<file path="src/rtl/picosoc_sdram_pkg.sv">
`default_nettype none
// ============================================================================
//  Module      : picosoc_sdram_pkg
//  Description : Shared types and constants for the PicoSoC iomem to
//                SDRAM-controller bridge: the transaction state encoding,
//                the fill word returned on a read watchdog expiry, and the
//                default word-address width.
//  Revision    : 1.0 - initial release
// ============================================================================
package picosoc_sdram_pkg;

    // Bridge transaction states
    typedef enum logic [2:0] {
        IDLE    = 3'd0,
        WR_CMD  = 3'd1,
        RD_CMD  = 3'd2,
        RD_WAIT = 3'd3,
        DONE    = 3'd4
    } state_t;

    // Word returned to the CPU when a read is abandoned by the watchdog
    localparam logic [31:0] TIMEOUT_DATA = 32'hDEADBEEF;

    // Default word-address width (CPU byte address [25:2])
    localparam int DEFAULT_ADDR_W = 24;

endpackage : picosoc_sdram_pkg
`default_nettype wire

</file>
<file path="src/rtl/picosoc_sdram_bridge.sv">
`default_nettype none
// ============================================================================
//  Module      : picosoc_sdram_bridge
//  Description : Bridges the PicoSoC iomem port (valid/ready, byte strobes,
//                word address) to an Avalon-MM style SDRAM controller port
//                (active-low strobes, waitrequest, readdatavalid). One
//                transaction outstanding at a time; every output is a flop.
//  Build option: PICOSOC_SDRAM_TIMEOUT_EN - adds a read-data watchdog
//                (parameter TIMEOUT_CYCLES) and a sticky timeout_err output.
//  Revision    : 1.0 - initial release
//
//  Ports:
//    clk            in   single clock, rising edge
//    reset          in   synchronous active-high reset
//    valid          in   iomem request valid, held until ready
//    wen[3:0]       in   byte write strobes, 0000 = read
//    addr[ADDR_W]   in   word address
//    wdata[31:0]    in   write data
//    rdata[31:0]    out  read data, valid while ready=1, held afterwards
//    ready          out  one-cycle completion pulse
//    az_addr        out  controller word address
//    az_be_n[3:0]   out  active-low byte enables
//    az_cs          out  chip select, high while a command is presented
//    az_data[31:0]  out  write data to controller
//    az_rd_n        out  active-low read request
//    az_wr_n        out  active-low write request
//    za_data[31:0]  in   read data from controller
//    za_valid       in   read data valid
//    za_waitrequest in   controller stall
//    timeout_err    out  sticky read-timeout flag (watchdog build only)
// ============================================================================
module picosoc_sdram_bridge
    import picosoc_sdram_pkg::*;
#(
    parameter int ADDR_W = DEFAULT_ADDR_W
`ifdef PICOSOC_SDRAM_TIMEOUT_EN
    ,
    parameter int TIMEOUT_CYCLES = 1023
`endif
) (
    input  logic              clk,
    input  logic              reset,
    input  logic              valid,
    input  logic [3:0]        wen,
    input  logic [ADDR_W-1:0] addr,
    input  logic [31:0]       wdata,
    output logic [31:0]       rdata,
    output logic              ready,
    output logic [ADDR_W-1:0] az_addr,
    output logic [3:0]        az_be_n,
    output logic              az_cs,
    output logic [31:0]       az_data,
    output logic              az_rd_n,
    output logic              az_wr_n,
    input  logic [31:0]       za_data,
    input  logic              za_valid,
    input  logic              za_waitrequest
`ifdef PICOSOC_SDRAM_TIMEOUT_EN
    ,
    output logic              timeout_err
`endif
);

    state_t r_state;

`ifdef PICOSOC_SDRAM_TIMEOUT_EN
    localparam int                CNT_W     = $clog2(TIMEOUT_CYCLES + 1);
    localparam logic [CNT_W-1:0] c_CNT_LAST = CNT_W'(TIMEOUT_CYCLES - 1);

    // Counts cycles spent in RD_WAIT; expiry fires on the last one
    logic [CNT_W-1:0] r_wd_cnt;
`endif

    always_ff @(posedge clk) begin
        if (reset) begin
            r_state <= IDLE;
            ready   <= 1'b0;
            rdata   <= 32'h0;
            az_rd_n <= 1'b1;
            az_wr_n <= 1'b1;
            az_cs   <= 1'b0;
            az_be_n <= 4'hF;
            az_addr <= '0;
            az_data <= 32'h0;
`ifdef PICOSOC_SDRAM_TIMEOUT_EN
            r_wd_cnt    <= '0;
            timeout_err <= 1'b0;
`endif
        end else begin
            // ready is a single-cycle pulse: only the transition into DONE sets it
            ready <= 1'b0;

            case (r_state)
                IDLE: begin
                    if (valid && !ready) begin
                        az_addr <= addr;
                        az_data <= wdata;
                        az_cs   <= 1'b1;
                        if (wen != 4'b0000) begin
                            az_be_n <= ~wen;
                            az_wr_n <= 1'b0;
                            r_state <= WR_CMD;
                        end else begin
                            az_be_n <= 4'b0000;
                            az_rd_n <= 1'b0;
                            r_state <= RD_CMD;
                        end
                    end
                end

                // Command is held unchanged until the controller stops stalling
                WR_CMD: begin
                    if (!za_waitrequest) begin
                        az_wr_n <= 1'b1;
                        az_cs   <= 1'b0;
                        az_be_n <= 4'hF;
                        ready   <= 1'b1;
                        r_state <= DONE;
                    end
                end

                RD_CMD: begin
                    if (!za_waitrequest) begin
                        az_rd_n <= 1'b1;
                        az_cs   <= 1'b0;
                        az_be_n <= 4'hF;
                        r_state <= RD_WAIT;
`ifdef PICOSOC_SDRAM_TIMEOUT_EN
                        r_wd_cnt <= '0;
`endif
                    end
                end

                RD_WAIT: begin
                    if (za_valid) begin
                        rdata   <= za_data;
                        ready   <= 1'b1;
                        r_state <= DONE;
`ifdef PICOSOC_SDRAM_TIMEOUT_EN
                    end else if (r_wd_cnt == c_CNT_LAST) begin
                        rdata       <= TIMEOUT_DATA;
                        ready       <= 1'b1;
                        timeout_err <= 1'b1;
                        r_state     <= DONE;
                    end else begin
                        r_wd_cnt <= r_wd_cnt + 1'b1;
`endif
                    end
                end

                // ready is high during this cycle; return without relaunching
                DONE: begin
                    r_state <= IDLE;
                end

                default: begin
                    r_state <= IDLE;
                end
            endcase
        end
    end

endmodule : picosoc_sdram_bridge
`default_nettype wire

</file>
<file path="config.mk">
export PLATFORM = sky130hd
export DESIGN_NAME = picosoc_sdram_bridge
export DESIGN_NICKNAME = d
export VERILOG_FILES = /design/src/rtl/picosoc_sdram_pkg.sv /design/src/rtl/picosoc_sdram_bridge.sv
export SDC_FILE = /design/constraint.sdc
export NUM_CORES = 1
export LEC_CHECK = 0
export ABC_AREA = 1
export BUFFER_PORTS_ARGS = -buffer_cell sky130_fd_sc_hd__clkbuf_2
export CAP_MARGIN = 20
export CORE_MARGIN = 2
export CORE_UTILIZATION = 30
export DETAILED_ROUTE_END_ITERATION = 10
export SYNTH_ARGS = -nofsm -noshare
export SYNTH_HDL_FRONTEND = slang
export SYNTH_SLANG_ARGS = --single-unit
export TNS_END_PERCENT = 10
</file>
<file path="constraint.sdc">
create_clock -name clk -period 1.9 [get_ports clk]
set_input_delay 0.19 -clock clk [delete_from_list [all_inputs] [get_ports clk]]
set_output_delay 0.19 -clock clk [all_outputs]
set_load 0.01 [all_outputs]
</file>
## Word level (Yosys, flattened, before mapping)

Index checks and enable logic that the tools add are counted.
Widths: inputs -> output; s select.

| operators by class | value |
|---|---|
| bitwise gates (word level) | 1 |
| mux-type cells | 23 |
| reduce and logical (&&, ||, !) cells | 14 |
| equal/unequal tests | 10 |

Operators with widths:

| cell | number |
|---|---|
| $ne 2x2->1 const B | 7 |
| $mux 3 | 4 |
| $mux 4 | 3 |
| $pmux 3 s4 | 1 |
| $reduce_and 4->1 | 3 |
| $mux 1 | 9 |
| $pmux 1 s2 | 4 |
| $pmux 4 s2 | 1 |
| $eq 3x2->1 const B | 2 |
| $reduce_bool 2->1 | 3 |
| $not 4->4 | 1 |
| $reduce_and 2->1 | 2 |
| $reduce_bool 4->1 | 1 |
| $eq 3x1->1 const B | 1 |
| $logic_not 3->1 | 1 |
| $reduce_and 3->1 | 1 |
| $mux 2 | 1 |
| $reduce_or 2->1 | 1 |
| $logic_and 1x1->1 | 1 |
| $logic_not 1->1 | 1 |

| word-level totals | value |
|---|---|
| logic and storage cells | 57 |
| input bits | 97 |
| output and inout bits | 96 |
| flip-flop bits (word level) | 99 |

## Longest topological paths before layout

Gate-level depths: netlist of the first run.

| logic depth | value |
|---|---|
| depth after elaboration | 4 |
| mapped depth | 8 |
| mapped depth without buffers | 8 |

## Worst setup path before layout of the first run

No wires, ideal clock.

| timing path | value |
|---|---|
| path kind | register -> register |
| from | reg ready |
| to | reg az_data[10] |
| required time | 1.836 ns |
| path buffers | 2 |
| setup slack | 0.653 ns |
| arrival | 1.182 ns |
| period minus slack after synthesis | 1.247 ns |
| library setup time | 0.064 ns |
| cell stages (with the launch flop) | 7 |
| path through | dfxtp_1 > inv_1 > nand2_1 > clkbuf_1 > buf_2 > nor4_1 > nor2_1 |

| on the way | value |
|---|---|
| word-level cells in the longest chain between the ends | 3 |

Ends and longest elaborated chain:

| item | RTL line | RTL |
|---|---|---|
| start, declared | picosoc_sdram_bridge.sv:48 | `output logic ready,` |
| start signal, assigned | picosoc_sdram_bridge.sv:77 | `ready <= 1'b0;` |
| start signal, assigned | picosoc_sdram_bridge.sv:91 | `ready <= 1'b0;` |
| start signal, assigned | picosoc_sdram_bridge.sv:117 | `ready <= 1'b1;` |
| $logic_not 1->1 | picosoc_sdram_bridge.sv:95 | `if (valid && !ready) begin` |
| $logic_and 1x1->1 | picosoc_sdram_bridge.sv:95 |  |
| $reduce_and 2->1 (no line) | n/a |  |
| end signal, assigned | picosoc_sdram_bridge.sv:97 | `az_data <= wdata;` |
| end, declared | picosoc_sdram_bridge.sv:52 | `output logic [31:0] az_data,` |

No other way between the ends.
A chain may end at the register's enable or synchronous reset.

## Final worst setup path of the first run

| timing path | value |
|---|---|
| from | reg r_state[0] |
| to | reg rdata[27] |

| on the way | value |
|---|---|
| word-level cells in the longest chain between the ends | 2 |

Ends and longest elaborated chain:

| item | RTL line | RTL |
|---|---|---|
| start, declared | picosoc_sdram_bridge.sv:64 | `state_t r_state;` |
| start signal, assigned | picosoc_sdram_bridge.sv:76 | `r_state <= IDLE;` |
| start signal, assigned | picosoc_sdram_bridge.sv:102 | `r_state <= WR_CMD;` |
| start signal, assigned | picosoc_sdram_bridge.sv:106 | `r_state <= RD_CMD;` |
| $eq 3x2->1 | picosoc_sdram_bridge.sv:93 | `case (r_state)` |
| $reduce_and 2->1 (no line) | n/a |  |
| end signal, assigned | picosoc_sdram_bridge.sv:136 | `rdata <= za_data;` |
| end, declared | picosoc_sdram_bridge.sv:47 | `output logic [31:0] rdata,` |

No other way between the ends.

==> results of run 1 <==
-- where the power goes --
part	total (µW)	internal, µW	switching [µW]	leakage [µW]
clock network	1730	956	772	0.000135
logic	1600	583	1010	0.00143
registers	2570	2400	171	0.000813
total	5890	3940	1960	0.00237
-- per-stage QoR --
step | total power, µW | instance area [µm²]
floorplan | 3570 | 3822
global placement | 4180 | 4910
detailed placement | 4217 | 4910
CTS | 5979 | 5191
global route | 6274 | 5191
finish | 5892 | 5191
-- Yosys cell counts (all sizes together) --
cell type   n  share of area (%)
inv        14                1.4
o21ai      61                8.0
clkinv      1              0.098
nor2       65                6.6
nand3      44                5.8
nand4       3               0.49
nor4       56                9.2
nand2      61                6.1
a21oi      38                5.0
clkbuf     23                2.3
nor3        1               0.26
buf        22                3.0
dfxtp      99                 52
-- logic make-up after synthesis --
kind of cell,Yosys count,synth area share [%]
AOI/OAI and AO/OA,99,12.96
buffers and inverters,60,6.743
DFF,99,51.85
and+or+nand+nor,230,28.45
-- cell type report --
type | instances | area (µm²)
Inverter | 15 | 56.30
Timing Repair Buffer | 204 | 1064
Clock inverter | 4 | 25.02
Clock buffer | 12 | 256.5
Tap cell | 172 | 215.2
Fill cell | 1322 | 7326
Sequential cell | 99 | 1983
Multi-Input combinational cell | 329 | 1592
-- worst paths after layout --
check	endpoint	slack, ns	cells after the start	from
max	rdata[27]$_SDFFE_PP0P_	0.22	5	r_state[0]$_SDFFE_PP0P_
min	az_data[6]$_SDFFE_PP0P_	0.08	3	wdata[6]
max reg2reg	rdata[27]$_SDFFE_PP0P_	0.22	5	r_state[0]$_SDFFE_PP0P_
min reg2reg	az_wr_n$_SDFFE_PP1P_	0.45	2	az_wr_n$_SDFFE_PP1P_
-- layer usage --
metal / GRT usage, % / wire length (µm)
met2: 27.78 / 5362
met4: 8.157 / 265
met3: 4.583 / 841
met1: 19.92 / 5027
met5: 0 / 0
-- registers in the layout, summed over array words and instances, names as in the netlist --
register	count
az_rd_n	1
az_addr	24
rdata	32
az_cs	1
az_wr_n	1
az_data	32
ready	1
az_be_n	4
r_state	3
-- critical path, stage by stage (launching register included) --
cell and delay, ns:
dfxtp_1 0.45, nand2_1 0.13, nor2_4 0.26, nand2_2 0.43, nand2_1 0.18, a21oi_1 0.08
==> results by group, run 1 <==
Status
  – Status: finished clean

Logic synthesis
  – Syn_area_per_cell: 7.833 µm²
  – Post-Synthesis Net Count: 585
  – Syn Inst Count: 488
  – Syn. warnings: 0
  – Syn Std Cell Area: 3822 µm²
  – Seq/Total Area, Yosys: 51.85%
  – Synth cell types: 19
  – Yosys reg bits: 99

Routing
  – ANT nets after route: 0
  – WL/cell: 13.77 µm
  – Drc violations: 0
  – Final WL: 11.50 mm
  – Via count: 4076
  – Number of detailed-route iterations in the first pass: 4
  – Routed vias/inst: 4.881
  – Iter 0 DRT Violations: 333

Clock tree
  – # H-tree levels: 3
  – Clk sinks: 99
  – # resized after CTS: 0
  – CTS clock-pin slew for the worst setup and hold paths: 0.07 ns
  – TritonCTS clock tree: done
  – Clock root cell: clkbuf_16
  – Total CTS buffers: 9
  – CTS Buffer Depth: 2
  – Post-CTS setup buffers: 0
  – Clk_lat worst skew: 0.34 ns
  – CTS Hold Bufs: 0

Global routing
  – Grt total ovfl: 0
  – Largest net degree at the start of global routing: 57
  – Total global-route track usage: 16.69%
  – Vias in the first global route: 3871
  – Initial antenna violation count: 0
  – Global-route wire length before repair: 18.11 mm

Critical path
  – Startpoint Class: register
  – Crit path capture type: register
  – Critical Path RT: 2.11 ns
  – Critical path arrival: 1.89 ns
  – Crit path kind: register to register
  – CP max FO: 34

Placed design
  – Final GP Congestion: 0.7759
  – HPWL after DPL: 7.922 mm
  – Inst Count DP: 819
  – Post-place setup slack: 0.2015 ns
  – IO Port Bufs: 192

Job
  – Max Cap Viol: 0

Timing
  – Final setup fails: 0
  – Skew final: 0.004032 ns
  – Fin. Hold Viols: 0
  – Fin crit period: 1.678 ns
  – Fin worst setup slack: 0.2222 ns
  – Slew headroom: 59.62%
  – Slew Viols, Final: 0
  – Sum of negative setup slack: 0 ns
  – Final worst path period share: 88.30%
  – Max Clock Freq: 0.5960 GHz
  – Worst Tran Pin Value: 0.6036 ns
  – Hold WS: 0.07795 ns
  – RSZ-0062 raised after global routing: false

Die
  – Die Area: 13660 µm²
  – IO Pins: 193
  – Die extent in x: 116.9 µm
  – Cell row count: 41
  – Core outline area: 12520 µm²
  – Die H: 116.9 µm
  – Initial Utilization: 30.54%

Power
  – Lkg Pwr: 0.002374 µW
  – Pwr Density: 1135 nW/µm²
  – Peak VDD IR: 487.8 µV

Final layout
  – Final core occ: 41.47%
  – Most frequent cells in the layout: 192 x clkbuf_2, 98 x dfxtp_1, 63 x nor2_1
  – Commonest non-fill, non-tap cell in the layout: clkbuf_2
  – Non-filler cells, final: 835
  – Ant diodes: 0
  – Post-layout net count: 755
  – Layout overhead on the synthesized area: 35.81%
  – Layout cells sized above 1: 34.39%

Hold path
  – Hold/Removal Path Class: input port to register
(Power assumes the default switching activity.)
==> run 2, diff against run 1 <==
Settings changed: CORE_UTILIZATION 30 to 49, PLACE_DENSITY from default to 0.85.
==> run 2 against run 1 <==
First-iteration DRC count is 13% lower. Largest cell class unchanged. Power decreased by 6.8%. Clock-buffer cell count stayed put. Critical path type unchanged. Register-to-register slack improved by 0.19 ns. Die area shrank 38%. Via count increased by 0.39%. Global-route usage rose by 7.8 points. Core utilization up 24 points. Final cell count fell by 8.6%. Sequential power hardly changed. Critical endpoint is now az_data[24]$_SDFFE_PP0P_. Combinational power barely moved.
==> results by group, run 2 (synthesis gave the netlist of run 1 again) <==
Clock tree
  – Total CTS buffers: 9
  – CTS Hold Bufs: 0
  – Post-CTS setup buffers: 0
  – CTS Buffer Depth: 2
  – Clk sinks: 99
  – TritonCTS clock tree: done
  – CTS clock-pin slew for the worst setup and hold paths: 0.10 ns
  – Clock root cell: clkbuf_8
  – # resized after CTS: 0
  – # H-tree levels: 3
  – Clk_lat worst skew: 0.35 ns

Critical path
  – Critical Path RT: 2.17 ns
  – Reg2reg end: az_data[24]$_SDFFE_PP0P_
  – FF-to-FF setup slack: 0.41 ns
  – Reg2reg start: ready$_SDFF_PP0_
  – Slowest-stage cell, CP: buf_4
  – Startpoint Class: register
  – Crit path capture type: register
  – CP cell instances: inv_1 -> nand2_2 -> buf_4 -> nor4_1 -> nor2_1
  – CP max FO: 42
  – Depth of the most critical reg-to-reg path: 5
  – Max stage delay on crit path: 0.48 ns
  – Crit path kind: register to register
  – Critical path arrival: 1.76 ns

Placed design
  – IO Port Bufs: 192
  – Final GP Congestion: 0.8060
  – Post-place setup slack: 0.4442 ns
  – HPWL after DPL: 7.431 mm
  – Placed instance area: 4807 µm²

Hold path
  – Worst hold path depth: 3
  – Hold/Removal Path Class: input port to register
  – Hold_sp: wdata[6]
  – Hold endpoint: az_data[6]$_SDFFE_PP0P_

Global routing
  – Initial antenna violation count: 0
  – Total global-route track usage: 24.53%
  – Global-route wire length before repair: 17.23 mm
  – Grt total ovfl: 0
  – Largest net degree at the start of global routing: 64
  – Vias in the first global route: 3776

Timing
  – RSZ-0062 raised after global routing: false
  – Sum of negative setup slack: 0 ns
  – Final setup fails: 0
  – Fin worst setup slack: 0.4107 ns
  – Max Clock Freq: 0.6715 GHz
  – Worst Tran Pin Value: 0.5899 ns
  – Slew Viols, Final: 0
  – Slew headroom: 60.53%
  – Fin. Hold Viols: 0
  – Fin crit period: 1.489 ns
  – Skew final: 0.01463 ns
  – Hold WS: 0.06711 ns
  – Final worst path period share: 78.38%

Routing
  – Number of detailed-route iterations in the first pass: 5
  – ANT nets after route: 0
  – Iter 0 DRT Violations: 291
  – Final WL: 10.64 mm
  – Routed vias/inst: 5.363
  – Via count: 4092
  – Drc violations: 0
  – WL/cell: 13.94 µm

Final layout
  – Layout overhead on the synthesized area: 30.87%
  – Final core occ: 65.41%
  – Commonest non-fill, non-tap cell in the layout: clkbuf_2
  – Layout cells sized above 1: 34.04%
  – Most frequent cells in the layout: 192 x clkbuf_2, 98 x dfxtp_1, 63 x nor2_1
  – Ant diodes: 0
  – Fillers: 668
  – Post-layout net count: 753
  – Biggest regs: az_data (32), rdata (32), az_addr (24)
  – Design area: 5002 µm²

Power
  – Pwr Density: 1097 nW/µm²
  – Lkg Pwr: 0.002322 µW
  – Peak VDD IR: 611.8 µV

Die
  – Die extent in x: 92.32 µm
  – Die H: 92.32 µm
  – Initial Utilization: 49.98%
  – IO Pins: 193
  – Cell row count: 32
  – Die Area: 8523 µm²
  – Core outline area: 7647 µm²

Job
  – Max Cap Viol: 0

Status
  – Status: finished clean
run 2: layout make-up:
cell class	instances	area, µm²	share of cell area (%)
clock buffer	12	145.1	2.901
clock inverter	4	50.05	1.000
inverter	15	56.30	1.126
multi-input combinational	329	1592	31.82
sequential	99	1983	39.64
tap	102	127.6	2.551
timing repair buffer	202	1049	20.96
run 2: routing by layer:
layer	global-route usage, %	routed length, µm	vias to the layer above	share of wire, %
li1	-	-	2019	-
met1	30.89	4523	1865	43
met2	40.27	5075	187	48
met3	6.428	809	21	7.6
met4	9.577	231	0	2.2
met5	0	0	-	0
run 2: worst max-delay path by stage:
stage,from,end,slack (ns)
after floorplan,ready$_SDFF_PP0_,az_data[10]$_SDFFE_PP0P_,0.65
after global placement,ready$_SDFF_PP0_,az_data[24]$_SDFFE_PP0P_,0.48
after detailed placement,ready$_SDFF_PP0_,az_be_n[1]$_SDFFE_PP1P_,0.44
after CTS,ready$_SDFF_PP0_,az_data[24]$_SDFFE_PP0P_,0.40
after global routing,ready$_SDFF_PP0_,az_be_n[2]$_SDFFE_PP1P_,0.26
final,ready$_SDFF_PP0_,az_data[24]$_SDFFE_PP0P_,0.41
run 2: power by group:
group          total [µW]  leakage [µW]  internal, µW  switching (µW)
registers            2580      0.000813          2400             186
logic                1570       0.00142           578             996
clock network        1330     0.0000926           645             688
total                5490       0.00232          3620            1870
run 2: per-stage QoR:
step,power (µW),instances
2_1_floorplan,3570,488
3_3_place_gp,4129,747
3_5_place_dp,4190,747
4_1_cts,5504,763
5_1_grt,5826,763
6_report,5490,763
run 2: critical path: cells and delay by family (launching register included):
family                 cells  cell delay (ns)
buffers and inverters      2             0.53
and+or+nand+nor            3             0.53
DFF                        1             0.35
==> run 3, diff against run 2 <==
Settings changed: CORE_UTILIZATION 49 to 41, PLACE_DENSITY 0.85 to 0.76.
Clock period 1.9 ns to 1.3 ns, I/O delays scaled along.
==> run 3 against run 2 <==
Sequential share of layout area is 2.4 points lower. Die area is 19% higher. Worst hold slack worse by 0.060 ns.
==> results by group, run 3 (synthesis gave the netlist of run 1 again) <==
Power
  – Tot Pwr: 8139 µW
  – Pwr Density: 1522 nW/µm²
  – Lkg Pwr: 0.002473 µW
  – Peak VDD IR: 740.9 µV

Routing
  – Final WL: 11.54 mm
  – Number of detailed-route iterations in the first pass: 4
  – Iter 0 DRT Violations: 133
  – Routed vias/inst: 5.283
  – WL/cell: 14.38 µm
  – Via count: 4242
  – ANT nets after route: 0
  – Drc violations: 0

Timing
  – Slew headroom: 67.92%
  – Fin crit period: 1.275 ns
  – Final worst path period share: 98.06%
  – Worst Tran Pin Value: 0.4811 ns
  – Final setup fails: 0
  – Max Clock Freq: 0.7844 GHz
  – Slew Viols, Final: 0
  – RSZ-0062 raised after global routing: true
  – Fin. Hold Viols: 0
  – Skew final: 0.01024 ns

Global routing
  – Initial antenna violation count: 1
  – Grt total ovfl: 0
  – Vias in the first global route: 3960
  – Total global-route track usage: 21.29%
  – Global-route wire length before repair: 17.57 mm
  – Largest net degree at the start of global routing: 44

Placed design
  – Inst Count DP: 771
  – Placed instance area: 4943 µm²
  – HPWL after DPL: 7.823 mm
  – Final GP Congestion: 0.8094
  – IO Port Bufs: 192

Critical path
  – Crit path capture type: register
  – Startpoint Class: register
  – Crit path kind: register to register
  – CP max FO: 8
  – Critical path arrival: 1.52 ns
  – Critical Path RT: 1.55 ns

Die
  – Core outline area: 9153 µm²
  – Initial Utilization: 41.76%
  – IO Pins: 193
  – Die extent in x: 100.6 µm
  – Cell row count: 35
  – Die H: 100.6 µm
  – Die Area: 10110 µm²

Clock tree
  – Clk sinks: 99
  – Total CTS buffers: 9
  – Clk_lat worst skew: 0.36 ns
  – TritonCTS clock tree: done
  – CTS Buffer Depth: 2
  – # H-tree levels: 3
  – CTS clock-pin slew for the worst setup and hold paths: 0.10 ns
  – Clock root cell: clkbuf_8

Final layout
  – Fillers: 856
  – Design area: 5349 µm²
  – Layout cells sized above 1: 36.85%
  – Non-filler cells, final: 803
  – Most frequent cells in the layout: 192 x clkbuf_2, 96 x dfxtp_1, 61 x nor2_1
  – Ant diodes: 0
  – Biggest regs: az_data (32), rdata (32), az_addr (24)
  – Layout overhead on the synthesized area: 39.93%
  – Commonest non-fill, non-tap cell in the layout: clkbuf_2
  – Final core occ: 58.44%
  – Post-layout net count: 784

Job
  – Max Cap Viol: 0

Hold path
  – Hold/Removal Path Class: input port to register

Status
  – Status: finished clean
[run 3: cell type report]
class	count	area, µm²	share of cell area (%)
sequential	99	1991	37.22
multi-input combinational	329	1657	30.97
timing repair buffer	233	1336	24.98
tap	111	138.9	2.596
clock buffer	10	127.6	2.386
inverter	15	56.30	1.053
clock inverter	6	42.54	0.7953
[run 3: metal layers]
layer	share of wire [%]	track usage, %	wire (µm)	vias up
met5	0	0	0	-
met1	42	25.17	4849	1985
met3	5.8	5.270	666	25
met2	50	36.55	5767	153
met4	2.3	9.378	260	0
li1	-	-	-	2079
[run 3: timing repair]
| action | 4_1_cts | 5_1_grt |
|---|---|---|
| gates resized for setup | 2 | 18 |
| setup buffers | 0 | 2 |
| endpoints found under the hold margin | 10 | 4 |
| setup endpoints to repair | 4 | 71 |
| hold buffers | 10 | 4 |
| pin swaps | 0 | 1 |
[run 3: power breakdown]
group          internal, µW  total [µW]  leakage, µW  switching, µW
clock                   697        1760    0.0000822           1060
sequential             3510        3770     0.000814            266
combinational          1030        2610      0.00158           1570
[run 3: path summary, 6_finish.rpt]
kind / startpoint / to / slack [ns] / cells after the start
worst max-delay path: r_state[1]$_SDFFE_PP0P_ / az_be_n[3]$_SDFFE_PP1P_ / 0.03 / 5
worst min-delay path: wdata[25] / az_data[25]$_SDFFE_PP0P_ / 0.007 / 3
worst max register to register: r_state[1]$_SDFFE_PP0P_ / az_be_n[3]$_SDFFE_PP1P_ / 0.03 / 5
worst min register to register: az_wr_n$_SDFFE_PP1P_ / az_wr_n$_SDFFE_PP1P_ / 0.45 / 2
[run 3: critical path, cell delays in order, from the launching register on]
cell and delay, ns:
dfxtp_4 0.38, a21oi_1 0.23, nand2_1 0.13, buf_4 0.16, o21ai_0 0.17, nand3_1 0.09
[run 3: stage by stage]
stage               hold WS (ns)  setup slack, ns  TNS (ns)
finish                  0.006845          0.02516         0
global route           0.0008670         -0.07266    -1.087
CTS                    0.0001481         0.004818         0
detailed placement        0.3677         -0.04207  -0.09660
global placement          0.3602          0.05773         0
floorplan                 0.2713          0.05326         0
